## config.mk

```make
export PLATFORM = sky130hd
export DESIGN_NAME = branch_unit_ras
export DESIGN_NICKNAME = d
export VERILOG_FILES = /design/src/rtl/kgp_branch_pkg.sv /design/src/rtl/ras_stack.sv /design/src/rtl/branch_unit_ras.sv
export SDC_FILE = /design/constraint.sdc
export NUM_CORES = 1
export LEC_CHECK = 0
export ABC_CLOCK_PERIOD_IN_PS = 3700
export BUFFER_PORTS_ARGS = -buffer_cell sky130_fd_sc_hd__buf_2
export CAP_MARGIN = 15
export CORE_AREA = 5 5 97 99
export DETAILED_ROUTE_END_ITERATION = 10
export DIE_AREA = 0 0 102 104
export PLACE_DENSITY = 0.87
export SLEW_MARGIN = 30
export SYNTH_ARGS = -nofsm -noshare
export SYNTH_HDL_FRONTEND = slang
export SYNTH_HIERARCHICAL = 1
export SYNTH_SLANG_ARGS = --single-unit
```

## constraint.sdc

```tcl
create_clock -name clk -period 3.7 [get_ports clk]
set_clock_uncertainty 0.15 [all_clocks]
set_input_delay 0.555 -clock clk [delete_from_list [all_inputs] [get_ports clk]]
set_output_delay 0.555 -clock clk [all_outputs]
set_load 0.02 [all_outputs]
```

## src/rtl/kgp_branch_pkg.sv

```systemverilog
// Shared opcode constants and decode helpers for the KGP-RISC branch stage.
package kgp_branch_pkg;

    localparam logic [5:0] OP_B    = 6'd48;
    localparam logic [5:0] OP_BR   = 6'd49;
    localparam logic [5:0] OP_BZ   = 6'd50;
    localparam logic [5:0] OP_BNZ  = 6'd51;
    localparam logic [5:0] OP_BCY  = 6'd52;
    localparam logic [5:0] OP_BNCY = 6'd53;
    localparam logic [5:0] OP_BS   = 6'd54;
    localparam logic [5:0] OP_BNS  = 6'd55;
    localparam logic [5:0] OP_BV   = 6'd56;
    localparam logic [5:0] OP_BNV  = 6'd57;
    localparam logic [5:0] OP_CALL = 6'd58;
    localparam logic [5:0] OP_RET  = 6'd59;

    typedef struct packed {
        logic carry;
        logic z;
        logic overflow;
        logic sign;
    } flags_t;

    // Only the eight flag-conditional opcodes can return 1.
    function automatic logic is_cond_taken(input logic [5:0] opcode, input flags_t flags);
        case (opcode)
            OP_BZ:   return flags.z;
            OP_BNZ:  return !flags.z;
            OP_BCY:  return flags.carry;
            OP_BNCY: return !flags.carry;
            OP_BS:   return flags.sign;
            OP_BNS:  return !flags.sign;
            OP_BV:   return flags.overflow;
            OP_BNV:  return !flags.overflow;
            default: return 1'b0;
        endcase
    endfunction

    function automatic logic [31:0] next_seq_pc(input logic [31:0] pc, input logic [31:0] inc);
        return pc + inc;
    endfunction

endpackage

```

## src/rtl/ras_stack.sv

```systemverilog
// Circular return-address stack; a push when full overwrites the oldest entry.
module ras_stack #(
    parameter int RAS_DEPTH = 4,
    parameter int PC_W      = 12
) (
    input  logic                         clk,
    input  logic                         rst,
    input  logic                         push,
    input  logic                         pop,
    input  logic [PC_W-1:0]              push_data,
    output logic [PC_W-1:0]              top_data,
    output logic [$clog2(RAS_DEPTH):0]   count,
    output logic                         ovf,
    output logic                         unf
);
    localparam int PTR_W = $clog2(RAS_DEPTH);
    localparam int CNT_W = PTR_W + 1;

    logic [PC_W-1:0]  mem [RAS_DEPTH];
    logic [PTR_W-1:0] top;
    logic [PTR_W-1:0] top_inc;
    logic             full;
    logic             empty;

    assign top_inc  = top + 1'b1;
    assign full     = (count == CNT_W'(RAS_DEPTH));
    assign empty    = (count == '0);
    assign top_data = mem[top];

    always_ff @(posedge clk or negedge rst) begin
        if (!rst) begin
            top   <= '0;
            count <= '0;
            ovf   <= 1'b0;
            unf   <= 1'b0;
        end else if (push) begin
            // Wrapping the pointer onto the oldest slot is what discards it.
            top <= top_inc;
            if (full) ovf   <= 1'b1;
            else      count <= count + 1'b1;
        end else if (pop) begin
            if (!empty) begin
                top   <= top - 1'b1;
                count <= count - 1'b1;
            end else begin
                unf <= 1'b1;
            end
        end
    end

    // Contents need no reset: count gates every read.
    always_ff @(posedge clk) begin
        if (push) mem[top_inc] <= push_data;
    end

endmodule

```

## src/rtl/branch_unit_ras.sv

```systemverilog
// Registered branch-resolution stage with return-address stack and valid/ready handshake.
// Optional BRANCH_STATS_EN adds taken/ret-hit counters.
module branch_unit_ras
    import kgp_branch_pkg::*;
#(
    parameter int PC_W      = 12,
    parameter int DATA_W    = 32,
    parameter int LABEL_W   = 26,
    parameter int RAS_DEPTH = 4,
    parameter int PC_INC    = 4
) (
    input  logic                       clk,
    input  logic                       rst,
    input  logic                       in_valid,
    output logic                       in_ready,
    input  logic [5:0]                 opcode,
    input  logic [LABEL_W-1:0]         label,
    input  logic [DATA_W-1:0]          rs_val,
    input  logic                       carry_flag,
    input  logic                       z_flag,
    input  logic                       overflow_flag,
    input  logic                       sign_flag,
    input  logic [PC_W-1:0]            pc,
    input  logic [DATA_W-1:0]          ra_old,
    input  logic                       flush,
    output logic                       out_valid,
    input  logic                       out_ready,
    output logic                       is_branch,
    output logic [PC_W-1:0]            target_pc,
    output logic                       ra_wr_en,
    output logic [DATA_W-1:0]          ra_wr_data,
    output logic [$clog2(RAS_DEPTH):0] ras_count,
    output logic                       ras_ovf,
`ifdef BRANCH_STATS_EN
    output logic [31:0]                taken_cnt,
    output logic [31:0]                ret_hit_cnt,
`endif
    output logic                       ras_unf
);
    logic            accept;
    logic            push;
    logic            pop;
    logic            nxt_taken;
    logic [PC_W-1:0] nxt_target;
    logic [PC_W-1:0] seq_pc;
    logic [PC_W-1:0] top_data;
    flags_t          flags;

    assign flags    = '{carry: carry_flag, z: z_flag, overflow: overflow_flag, sign: sign_flag};
    assign seq_pc   = PC_W'(next_seq_pc(32'(pc), 32'(PC_INC)));
    assign in_ready = !out_valid || out_ready;
    // A flush drops any request offered in the same cycle.
    assign accept   = in_valid && in_ready && !flush;

    always_comb begin
        nxt_taken  = 1'b0;
        nxt_target = seq_pc;
        push       = 1'b0;
        pop        = 1'b0;
        case (opcode)
            OP_B: begin
                nxt_taken  = 1'b1;
                nxt_target = label[PC_W-1:0];
            end
            OP_BR: begin
                nxt_taken  = 1'b1;
                nxt_target = rs_val[PC_W-1:0];
            end
            OP_CALL: begin
                nxt_taken  = 1'b1;
                nxt_target = label[PC_W-1:0];
                push       = accept;
            end
            OP_RET: begin
                nxt_taken  = 1'b1;
                nxt_target = (ras_count != '0) ? top_data : ra_old[PC_W-1:0];
                pop        = accept;
            end
            default: begin
                if (is_cond_taken(opcode, flags)) begin
                    nxt_taken  = 1'b1;
                    nxt_target = label[PC_W-1:0];
                end
            end
        endcase
    end

    ras_stack #(.RAS_DEPTH(RAS_DEPTH), .PC_W(PC_W)) u_ras (
        .clk       (clk),
        .rst       (rst),
        .push      (push),
        .pop       (pop),
        .push_data (seq_pc),
        .top_data  (top_data),
        .count     (ras_count),
        .ovf       (ras_ovf),
        .unf       (ras_unf)
    );

    always_ff @(posedge clk or negedge rst) begin
        if (!rst) begin
            out_valid  <= 1'b0;
            is_branch  <= 1'b0;
            target_pc  <= '0;
            ra_wr_en   <= 1'b0;
            ra_wr_data <= '0;
        end else if (flush) begin
            out_valid <= 1'b0;
        end else if (accept) begin
            out_valid  <= 1'b1;
            is_branch  <= nxt_taken;
            target_pc  <= nxt_target;
            ra_wr_en   <= (opcode == OP_CALL);
            ra_wr_data <= DATA_W'(seq_pc);
        end else if (out_ready) begin
            out_valid <= 1'b0;
        end
    end

`ifdef BRANCH_STATS_EN
    always_ff @(posedge clk or negedge rst) begin
        if (!rst) begin
            taken_cnt   <= '0;
            ret_hit_cnt <= '0;
        end else begin
            if (accept && nxt_taken)        taken_cnt   <= taken_cnt + 1'b1;
            if (pop && (ras_count != '0))   ret_hit_cnt <= ret_hit_cnt + 1'b1;
        end
    end
`endif

endmodule
```

==> reports/metrics.yaml <==
outcome:
  status: "completed"
sta:
  slew_viol_final: 0
  worstMarginPinSlew_ps: 890
  clock.fmax_mhz: 379
  rsz0062_at_grt: "false"
  finalSetupTns_ps: 0
  period_minus_slack_ps: 2640
  final-setup-viol-count: 0
  hold_viol_final: 0
  fin_ws_ps: 1060
  period_share_pct: 71.3
  relSlewSlack_pct: 40.7
critical_path:
  worstReg2RegStart: "u_ras/top[0]"
  end_kind: "register"
  slowest_delay_ps: 930
  crit_cells: 5
  worstRegToRegCells: 5
  crit_chain: "mux4_1 -> mux2i_1 -> a2bb2oi_1 -> a21oi_1 -> a221o_1"
  cp_max_fo: 16
  worstPathArrival_ps: 2730
  critPathRequiredTime_ps: 3790
  critPathLaunchType: "register"
  path_buf_inv: 0
  cp_top_family: "flip-flops"
  path_class: "register to register"
  critPathLaunch: "u_ras/top[0]"
  cpMaxStageDelayCell: "dfrtp_1"
cells_and_area:
  design_area_sq_um: 4950
  final_nets: 582
  final_common_cell: "buf_2"
  drive_gt1_share_pct: 29.3
  antenna_cells: 0
  most-common-layout-cells: "buf_2, nand2_1, edfxtp_1, dfrtp_1, conb_1"
  syn2layout_area_growth_pct: 15.1
clocking:
  clkTransAtPathRegs_ps: 90
  clkSinkCount: 82
  hold_buffers: 0
  ctsResizeCount: 0
  clk_latency_ps: 350
  cts_made_buffers: 9
  cts_buffer_depth: 2
  h-tree-depth: 3
  cts_tree: "built"
  post-cts-setup-buffers: 0
  cts-root-buf: "clkbuf_8"
job:
  drv_cap: 0
power_and_ir_drop:
  ir_worst_vdd_mv: 0.282
  p_leak_nw: 2.10
  p_per_area_nw_per_um2: 432
  total_power_mw: 2.14
placed_design:
  io_buffers: 95
  dpl_cell_area_sq_um: 4780
  dp_hpwl_mm: 8.04
  dpl_worst_slack_ps: 859
  gp_congestion: 0.837
die:
  die_height_um: 104
  rows: 34
  start_util_pct: 50.8
  core_sq_um: 8470
  dieWidth_um: 102
  ios: 170
  die_area_sq_um: 10600
route:
  drcViolationCount: 0
  vias: 3369
  vias_per_cell: 5.89
  wirelength_mm: 11.1
  detail-route-antenna-nets: 0
  post_drt_wl_per_cell_um: 19.3
  drt_iter0_drc: 270
  first_pass_iters: 5
logic_synthesis:
  synth_area_sq_um: 4300
  syn_avg_cell_area_sq_um: 11.8
  yosys_warnings: 6
  seq_area_frac_synth_pct: 53.3
  synth-edff-count: 48
  yosys.cell_types.count: 59
  netlist_instances: 365
  ys.flop_type: "edfxtp_1"
  async_flop_share_pct: 41.5
  synth_seq_cells: 82
worst_hold_path:
  hold_path_class: "input pin to asynchronous set/reset pin"
global_routing:
  grt_pass1_vias: 3500
  gr-usage-all-layers_pct: 21.4
  antenna_found_initial: 0
  grt-ovfl-total: 0
  grt_pass1_wl_mm: 17.6
  grt_max_degree: 37
## metrics by stage
stage | utilization, % | hold slack (ps) | instances
2_1_floorplan | - | 109 | 384
3_5_place_dp | 56.5 | 301 | 556
6_report | 58.5 | 141 | 572
3_3_place_gp | 56.4 | 300 | 556
5_1_grt | 58.5 | 194 | 572
4_1_cts | 58.5 | 157 | 572
## routing by layer
| metal | vias to the layer above | track usage (%) | wire, um |
|---|---|---|---|
| met3 | 37 | 7.78 | 1260 |
| met4 | 0 | 7.03 | 342 |
| met5 | - | 0 | 0 |
| met2 | 217 | 34.5 | 5410 |
| li1 | 1503 | - | - |
| met1 | 1612 | 26.6 | 4050 |
## logic make-up (layout without fill, tap and decap cells)
| logic type | count (synthesis) | count (layout) | synth area share [%] |
|---|---|---|---|
| other | 1 | 20 | 0.0872 |
| AND/OR/NAND/NOR | 121 | 121 | 12.9 |
| buffers and inverters | 46 | 126 | 6.95 |
| adder cells (fa/ha/maj) | 6 | 6 | 1.92 |
| XOR/XNOR | 12 | 12 | 2.44 |
| flip-flops | 82 | 82 | 53.3 |
| AO/OA/AOI/OAI | 72 | 72 | 11.9 |
| multiplexers | 25 | 25 | 10.4 |
## sequential cells by signal, indices dropped and copies added, names as in the netlist
signal	cells
target_pc	12
u_ras/mem	48
is_branch	1
u_ras/top	2
ra_wr_en	1
u_ras/unf	1
u_ras/count	3
out_valid	1
u_ras/ovf	1
ra_wr_data	12
## Yosys cell counts (all sizes together), types with 2 or more instances
cell type | n | area share (%)
nand2 | 63 | 5.5
nand3 | 8 | 0.93
a221oi | 6 | 1.2
and4 | 2 | 0.41
nor2 | 17 | 1.5
mux2 | 3 | 0.87
clkbuf | 8 | 0.70
inv | 9 | 0.79
and2 | 4 | 0.58
or3 | 2 | 0.29
a211oi | 4 | 0.70
nand4 | 3 | 0.44
buf | 29 | 5.5
o221ai | 5 | 1.0
and3b | 2 | 0.41
xor2 | 4 | 0.81
nor3 | 5 | 0.58
a21oi | 20 | 2.6
mux4 | 12 | 6.6
xnor2 | 8 | 1.6
edfxtp | 48 | 34
o21ai | 14 | 1.6
and3 | 6 | 0.87
mux2i | 10 | 2.9
a31oi | 4 | 0.58
nor3b | 4 | 0.70
a22oi | 4 | 0.70
dfrtp | 34 | 20
ha | 5 | 1.5
## area by class of cell
type,count,area [sq um]
inverter,9,33.8
tap,108,135
sequential,82,2290
clock buffer,10,131
timing repair buffer,101,520
clock inverter,6,40.0
fill,688,3510
multi-input combinational,256,1800
## worst paths after layout
path | endpoint | slack (ps)
worst max-delay path | target_pc[10] | 1060
worst min-delay path | ra_wr_data[7] | 140
worst max register to register | target_pc[10] | 1060
worst min register to register | u_ras/unf | 320
max in group asynchronous | target_pc[0] | 2730
min in group clk | out_valid | 250
## power breakdown
part           total, mW  switching [mW]  internal (mW)
combinational      0.471           0.290          0.181
clock              0.583           0.330          0.253
sequential          1.09          0.0603           1.03
(Power assumes the default switching activity.)
